### src/rtl/mem_arbiter_if.sv
// Bundle of the CPU-side request/response signals and the byte-wide main memory port.
// The arbiter uses the master view; the CPU and memory environment use the slave view.
interface mem_arbiter_if #(
  parameter int ADDR_WIDTH = 17,
  parameter int LEN        = 32
);
  logic                  inst_req;
  logic [ADDR_WIDTH-1:0] inst_addr;
  logic [LEN-1:0]        inst_data;
  logic                  inst_done;

  logic [1:0]            data_vis_signal;
  logic [ADDR_WIDTH-1:0] data_addr;
  logic [1:0]            data_size;
  logic [LEN-1:0]        data_wdata;
  logic [LEN-1:0]        data_rdata;
  logic                  data_done;

  logic [ADDR_WIDTH-1:0] mem_vis_addr;
  logic [1:0]            mem_vis_signal;
  logic [7:0]            mem_writen_data;
  logic [7:0]            mem_data;

  logic                  busy;

  modport master (
    input  inst_req, inst_addr, data_vis_signal, data_addr, data_size, data_wdata, mem_data,
    output inst_data, inst_done, data_rdata, data_done,
           mem_vis_addr, mem_vis_signal, mem_writen_data, busy
  );

  modport slave (
    output inst_req, inst_addr, data_vis_signal, data_addr, data_size, data_wdata, mem_data,
    input  inst_data, inst_done, data_rdata, data_done,
           mem_vis_addr, mem_vis_signal, mem_writen_data, busy
  );
endinterface

### src/rtl/mem_arbiter.sv
// Grants the byte-wide memory port to instruction fetch or data access (data first),
// serialising 1/2/4-byte little-endian transfers into consecutive byte cycles.
module mem_arbiter #(
  parameter int ADDR_WIDTH = 17,
  parameter int LEN        = 32
) (
  input  logic          clk,
  input  logic          rst,
  mem_arbiter_if.master bus
);

  typedef enum logic [1:0] {IDLE, ISSUE, DRAIN, DONE} state_t;

  state_t                state, state_next;
  logic                  owner_data;
  logic                  is_write;
  logic [ADDR_WIDTH-1:0] base;
  logic [2:0]            n_bytes;
  logic [2:0]            k;
  logic [LEN-1:0]        wdata_q;
  logic [LEN-1:0]        asm_q, asm_next;
  logic [LEN-1:0]        inst_data_q, data_rdata_q;
  logic                  grant_data, grant_inst;
  logic                  capture;
  logic [1:0]            lane;
  logic [2:0]            data_n;

  always_comb begin
    grant_data = (bus.data_vis_signal == 2'b01) || (bus.data_vis_signal == 2'b10);
    grant_inst = !grant_data && bus.inst_req;
    case (bus.data_size)
      2'b00:   data_n = 3'd1;
      2'b01:   data_n = 3'd2;
      default: data_n = 3'd4;
    endcase
  end

  // A read byte arrives one cycle after its command, so it lands in lane k-1.
  always_comb begin
    capture  = !is_write && (((state == ISSUE) && (k != 3'd0)) || (state == DRAIN));
    lane     = k[1:0] - 2'd1;
    asm_next = asm_q;
    if (capture) asm_next[{lane, 3'b000} +: 8] = bus.mem_data;
  end

  always_comb begin
    state_next          = state;
    bus.mem_vis_addr    = '0;
    bus.mem_vis_signal  = 2'b00;
    bus.mem_writen_data = 8'h00;
    case (state)
      IDLE: if (grant_data || grant_inst) state_next = ISSUE;
      ISSUE: begin
        bus.mem_vis_addr   = base + ADDR_WIDTH'(k);
        bus.mem_vis_signal = is_write ? 2'b10 : 2'b01;
        if (is_write) bus.mem_writen_data = wdata_q[{k[1:0], 3'b000} +: 8];
        if (k == n_bytes - 3'd1) state_next = is_write ? DONE : DRAIN;
      end
      DRAIN:   state_next = DONE;
      DONE:    state_next = IDLE;
      default: state_next = IDLE;
    endcase
  end

  always_comb begin
    bus.inst_done  = (state == DONE) && !owner_data;
    bus.data_done  = (state == DONE) && owner_data;
    bus.busy       = (state != IDLE);
    bus.inst_data  = inst_data_q;
    bus.data_rdata = data_rdata_q;
  end

  always_ff @(posedge clk) begin
    if (rst) begin
      state        <= IDLE;
      owner_data   <= 1'b0;
      is_write     <= 1'b0;
      base         <= '0;
      n_bytes      <= 3'd0;
      k            <= 3'd0;
      wdata_q      <= '0;
      asm_q        <= '0;
      inst_data_q  <= '0;
      data_rdata_q <= '0;
    end else begin
      state <= state_next;
      asm_q <= asm_next;
      case (state)
        IDLE: if (grant_data || grant_inst) begin
          owner_data <= grant_data;
          base       <= grant_data ? bus.data_addr : bus.inst_addr;
          n_bytes    <= grant_data ? data_n : 3'd4;
          is_write   <= grant_data && (bus.data_vis_signal == 2'b10);
          wdata_q    <= grant_data ? bus.data_wdata : '0;
          k          <= 3'd0;
          asm_q      <= '0;
        end
        ISSUE: k <= k + 3'd1;
        // The final byte is merged on the way out of DRAIN so DONE sees the full word.
        DRAIN: begin
          if (owner_data) data_rdata_q <= asm_next;
          else            inst_data_q  <= asm_next;
        end
        default: ;
      endcase
    end
  end

endmodule

### src/flat_wrapper.sv
// flat-port wrapper written by rule: the top's interface ports become plain ports
module mem_arbiter_flat 
#(
  parameter int ADDR_WIDTH = 17,
  parameter int LEN        = 32
)
  (clk, rst, bus_inst_req, bus_inst_addr, bus_data_vis_signal, bus_data_addr, bus_data_size, bus_data_wdata, bus_mem_data, bus_inst_data, bus_inst_done, bus_data_rdata, bus_data_done, bus_mem_vis_addr, bus_mem_vis_signal, bus_mem_writen_data, bus_busy);
  mem_arbiter_if #(.ADDR_WIDTH(ADDR_WIDTH), .LEN(LEN)) bus_i ();
  input  logic clk;
  input  logic rst;
  input wire logic [$bits(bus_i.inst_req)-1:0] bus_inst_req;
  input wire logic [$bits(bus_i.inst_addr)-1:0] bus_inst_addr;
  input wire logic [$bits(bus_i.data_vis_signal)-1:0] bus_data_vis_signal;
  input wire logic [$bits(bus_i.data_addr)-1:0] bus_data_addr;
  input wire logic [$bits(bus_i.data_size)-1:0] bus_data_size;
  input wire logic [$bits(bus_i.data_wdata)-1:0] bus_data_wdata;
  input wire logic [$bits(bus_i.mem_data)-1:0] bus_mem_data;
  output wire logic [$bits(bus_i.inst_data)-1:0] bus_inst_data;
  output wire logic [$bits(bus_i.inst_done)-1:0] bus_inst_done;
  output wire logic [$bits(bus_i.data_rdata)-1:0] bus_data_rdata;
  output wire logic [$bits(bus_i.data_done)-1:0] bus_data_done;
  output wire logic [$bits(bus_i.mem_vis_addr)-1:0] bus_mem_vis_addr;
  output wire logic [$bits(bus_i.mem_vis_signal)-1:0] bus_mem_vis_signal;
  output wire logic [$bits(bus_i.mem_writen_data)-1:0] bus_mem_writen_data;
  output wire logic [$bits(bus_i.busy)-1:0] bus_busy;
  assign bus_i.inst_req = bus_inst_req;
  assign bus_i.inst_addr = bus_inst_addr;
  assign bus_i.data_vis_signal = bus_data_vis_signal;
  assign bus_i.data_addr = bus_data_addr;
  assign bus_i.data_size = bus_data_size;
  assign bus_i.data_wdata = bus_data_wdata;
  assign bus_i.mem_data = bus_mem_data;
  assign bus_inst_data = bus_i.inst_data;
  assign bus_inst_done = bus_i.inst_done;
  assign bus_data_rdata = bus_i.data_rdata;
  assign bus_data_done = bus_i.data_done;
  assign bus_mem_vis_addr = bus_i.mem_vis_addr;
  assign bus_mem_vis_signal = bus_i.mem_vis_signal;
  assign bus_mem_writen_data = bus_i.mem_writen_data;
  assign bus_busy = bus_i.busy;
  mem_arbiter #(.ADDR_WIDTH(ADDR_WIDTH), .LEN(LEN)) u_core (.clk(clk), .rst(rst), .bus(bus_i));
endmodule
### config.mk
export PLATFORM = sky130hd
export DESIGN_NAME = mem_arbiter_flat
export DESIGN_NICKNAME = d
export VERILOG_FILES = /design/src/rtl/mem_arbiter_if.sv /design/src/rtl/mem_arbiter.sv /design/src/flat_wrapper.sv
export SDC_FILE = /design/constraint.sdc
export NUM_CORES = 1
export LEC_CHECK = 0
export BUFFER_PORTS_ARGS = -buffer_cell sky130_fd_sc_hd__buf_2
export CAP_MARGIN = 10
export CORE_ASPECT_RATIO = 1.75
export CORE_MARGIN = 2
export CORE_UTILIZATION = 32
export DETAILED_ROUTE_END_ITERATION = 16
export PLACE_DENSITY = 0.52
export RECOVER_POWER = 100
export SLEW_MARGIN = 20
export SYNTH_ARGS = -nofsm -noshare
export SYNTH_HDL_FRONTEND = slang
export SYNTH_SLANG_ARGS = --single-unit
### constraint.sdc
create_clock -name clk -period 2.9 [get_ports clk]
set_input_delay 0.29 -clock clk [delete_from_list [all_inputs] [get_ports clk]]
set_output_delay 0.29 -clock clk [all_outputs]
set_load 0.005 [all_outputs]
==> metrics.md <==
| Metric | Value |
|---|---|
| Internal power of the cells | `0.00498 W` |
| Mapped Nets | `800` |
| Ys flop type | `dfxtp_1` |
| Root Buffer | `clkbuf_16` |
| Sequential fraction of design power | `0.380` |
| Tcrit/Tclk final | `0.926` |
| Total power | `0.00752 W` |
| Die Width | `113 microns` |
| GR Util All Layers | `0.170` |
| CTS tree | `done` |
| Layout area overhead | `23.8%` |
| Antenna violations before repair | `0` |
| CP max FO | `5` |
| DRC viols | `0` |
| Fin crit period | `2.69 ns` |
| Clock power share | `0.330` |
| Gpl congestion | `0.748` |
| Buffers & Inverters on Critical Path | `2` |
| Max Slew Vio Count | `0` |
| Final setup vio count | `0` |
| Yosys cell types | `47` |
| Crit path capture type | `output pin` |
| Crit-path max cell delay | `0.39 ns` |
| Number of global-route vias before repair | `5,561` |
| DRT antenna net count | `0` |
| Core Area | `20,800 sq um` |
| H-Tree Depth | `4` |
| Min-delay src | `bus_data_wdata[25]` |
| Dpl cell area | `7780 sq um` |
| FF-to-FF path depth | `6` |
| RSZ-0062 raised after global routing | `no` |
| Max-cap check violation count | `0` |
| Drt wl/cell | `roughly 17 microns` |
| Synth top area share | `0.463` |
| Number of top-level pins | `175` |
| Number of flops mapped to enable cells by yosys | `0` |
| # clock sinks | `155` |
| Layout Nets | `951` |
| FF-to-FF End | `u_core.bus.inst_data[16]` |
| Share of cells above drive strength 1 | `0.220` |
| Slowest-stage cell, CP | `or3_1` |
| Syn Area/Cell | `9.54 sq um` |
| Die H | `195 microns` |
| Dpl ws | `0.608 ns` |
| Req. time, crit path | `between 2 and 3 ns` |
| Total Die Area | `22,200 sq um` |
| Clock Tree Buf Depth | `2` |
| Clock skew | `slightly below 0.01 ns` |
| Sw Ratio | `0.337` |
| Synth top cells by count | `dfxtp_1 (155), nor2_1 (104), a311oi_1 (49), clkbuf_1 (43), a21oi_1 (41)` |
| Row cnt | `70` |
| CP Data Arrival Time | `2.40 ns` |
| Worst-path cell chain | `ha_1 -> inv_1 -> fa_1 -> nor2b_1 -> o2111ai_2 -> or3_1 -> a21oi_1 -> clkbuf_1` |
| WHS | `0.0751 ns` |
| Synth Cell Area | `~6700 sq um` |
| Setup TNS | `0 ns` |
| Top cell family by delay on the critical path | `simple AND/OR/NAND/NOR gates` |
| Fraction of registers with async set/reset | `0` |
| Peak VDD IR | `333 uV` |
| Hold Crit Class | `input port to flop` |
| Crit path launch type | `flop` |
| Lkg Pwr | `3.15 nW` |
| Synth area leaders | `dfxtp_1 (46%), a311oi_1 (6.4%), nor2_1 (5.8%), a22o_1 (4.2%), mux2i_1 (3.9%)` |
| Starting Density | `0.323` |
| Num CTS Buffers | `17` |
| Ant diodes | `0` |
| Hold Path Depth | `2` |
| Post-Route WL | `18,600 microns` |
| Max-slew headroom | `0.394` |
| Critical Setup Path Class | `flop to output pin` |
| Least-Margin Pin Slew | `0.906 ns` |
| Final Cell Area | `8300 sq um` |
| NetSw | `~0.0025 W` |
| Hold endpoint | `u_core.wdata_q[25]` |
| Count leader, synth | `dfxtp_1` |
| Status | `finished clean` |
| Seq/Total Area, Yosys | `0.463` |
| Clk_lat worst skew | `around 0.42 ns` |
| Drt first pass iters | `4` |
| Hold buffer count at cts | `0` |
| DP Wirelength | `12,900 microns` |
| Pwr dens | `906 nW/um^2` |
| Final Hold Violating Endpoints | `0` |
| Gate power share | `0.290` |
| DR vias | `between 5k and 6k` |
| Flop2flop setup slack | `0.40 ns` |
| Grt total ovfl | `0` |
| Post-Synthesis Cells | `between 700 and 800` |
| Flop and latch count out of synthesis | `155` |
| F_max | `0.372 GHz` |
| Critical R2R Launch | `u_core.k[0]` |
| YS warnings | `0` |
| Port bufs | `174` |
| Vias/cell | `between 5 and 6` |
| First-pass GRT wire length | `29,400 microns` |
| Dominant cell type by area after synthesis | `dfxtp_1` |
| DRT iter0 DRCs | `218` |
| Worst Slack Setup Final | `0.213 ns` |
| Largest net degree at the start of global routing | `65` |
| Reg clk slew, reported paths | `0.06 ns` |
-- power groups by stage --
stage	Sequential (W)	Clock (W)	Combinational, W
2_1_floorplan	0.00285	0	0.00156
3_3_place_gp	0.00290	0	0.00230
3_5_place_dp	0.00290	0	0.00231
4_1_cts	0.00286	0.00254	0.00232
5_1_grt	0.00291	0.00262	0.00249
6_report	0.00285	0.00249	0.00218
-- cell families (layout without fill, tap and decap cells) --
logic type      after synthesis  in the layout  synth area share
compound gates              202            202             0.216
xor+xnor                      9              9            0.0140
fa+ha+maj                    16             16            0.0310
buf+inv                      68            232            0.0431
flops                       155            155             0.463
mux                          34             34            0.0657
simple gates                219            219             0.168
-- metal layers --
| layer | routed length, microns | vias to the layer above | GRT usage |
|---|---|---|---|
| met4 | 200 | 0 | 0.0528 |
| met3 | 554 | 9 | 0.0295 |
| met2 | 10400 | 111 | 0.325 |
| met1 | 7450 | 2700 | 0.188 |
| met5 | 0 | - | 0 |
| li1 | - | 2886 | - |
-- cells in the final DEF, fill, tap and decap left out, drive strengths merged, types with 3 or more instances in the layout --
cell type  instances
nor2b              5
nand4              3
or4                4
a211oi            34
nand2b             6
a21oi             42
buf              138
ha                15
a22o              32
clkbuf            68
a311oi            49
inv               12
xnor2              3
xor2               5
dfxtp            155
a21o               3
or3               28
nor2             104
nand2             33
mux2i             26
o2111ai            3
o21ai             30
nor3               3
bufinv             5
and2              22
clkinv             9
mux4               8
o31ai              5
-- worst max-delay path by stage --
stage          cells past startpoint        start                  endpoint  slack, ns
2_1_floorplan                      7  u_core.k[1]      bus_mem_vis_addr[16]       0.26
3_3_place_gp                       8  u_core.k[0]      bus_mem_vis_addr[16]       0.61
3_5_place_dp                       5  u_core.k[0]  u_core.bus.data_rdata[5]       0.61
4_1_cts                            8  u_core.k[0]      bus_mem_vis_addr[16]       0.14
5_1_grt                            9  u_core.k[0]      bus_mem_vis_addr[10]       0.05
6_report                           8  u_core.k[0]      bus_mem_vis_addr[16]       0.21
-- through the flow --
stage | utilization | std cells
after global routing | 0.400 | 1119
final | 0.400 | 1119
after detailed placement | 0.375 | 1087
after CTS | 0.407 | 1119
after floorplan | - | 703
after global placement | 0.375 | 1087
-- registers in the layout, indices dropped and copies added (netlist names) --
register,count
u_core.asm_q,32
u_core.base,17
u_core.bus.inst_data,32
u_core.wdata_q,32
u_core.state,2
u_core.bus.data_rdata,32
u_core.is_write,1
u_core.n_bytes,3
u_core.owner_data,1
u_core.k,3
-- cell type report --
type,instances,area [sq um]
multi-input combinational,480,3260
tap,252,315
clock buffer,18,439
sequential,155,3100
inverter,12,45.0
fill,2167,12500
clock inverter,14,218
timing repair buffer,188,925
-- repair_timing --
action,in CTS,in global routing
hold endpoints to repair,0,0
setup endpoints to repair,0,3
gates resized for setup,0,2
setup buffers,0,0
Note: power is estimated with default switching activity, not from simulation.
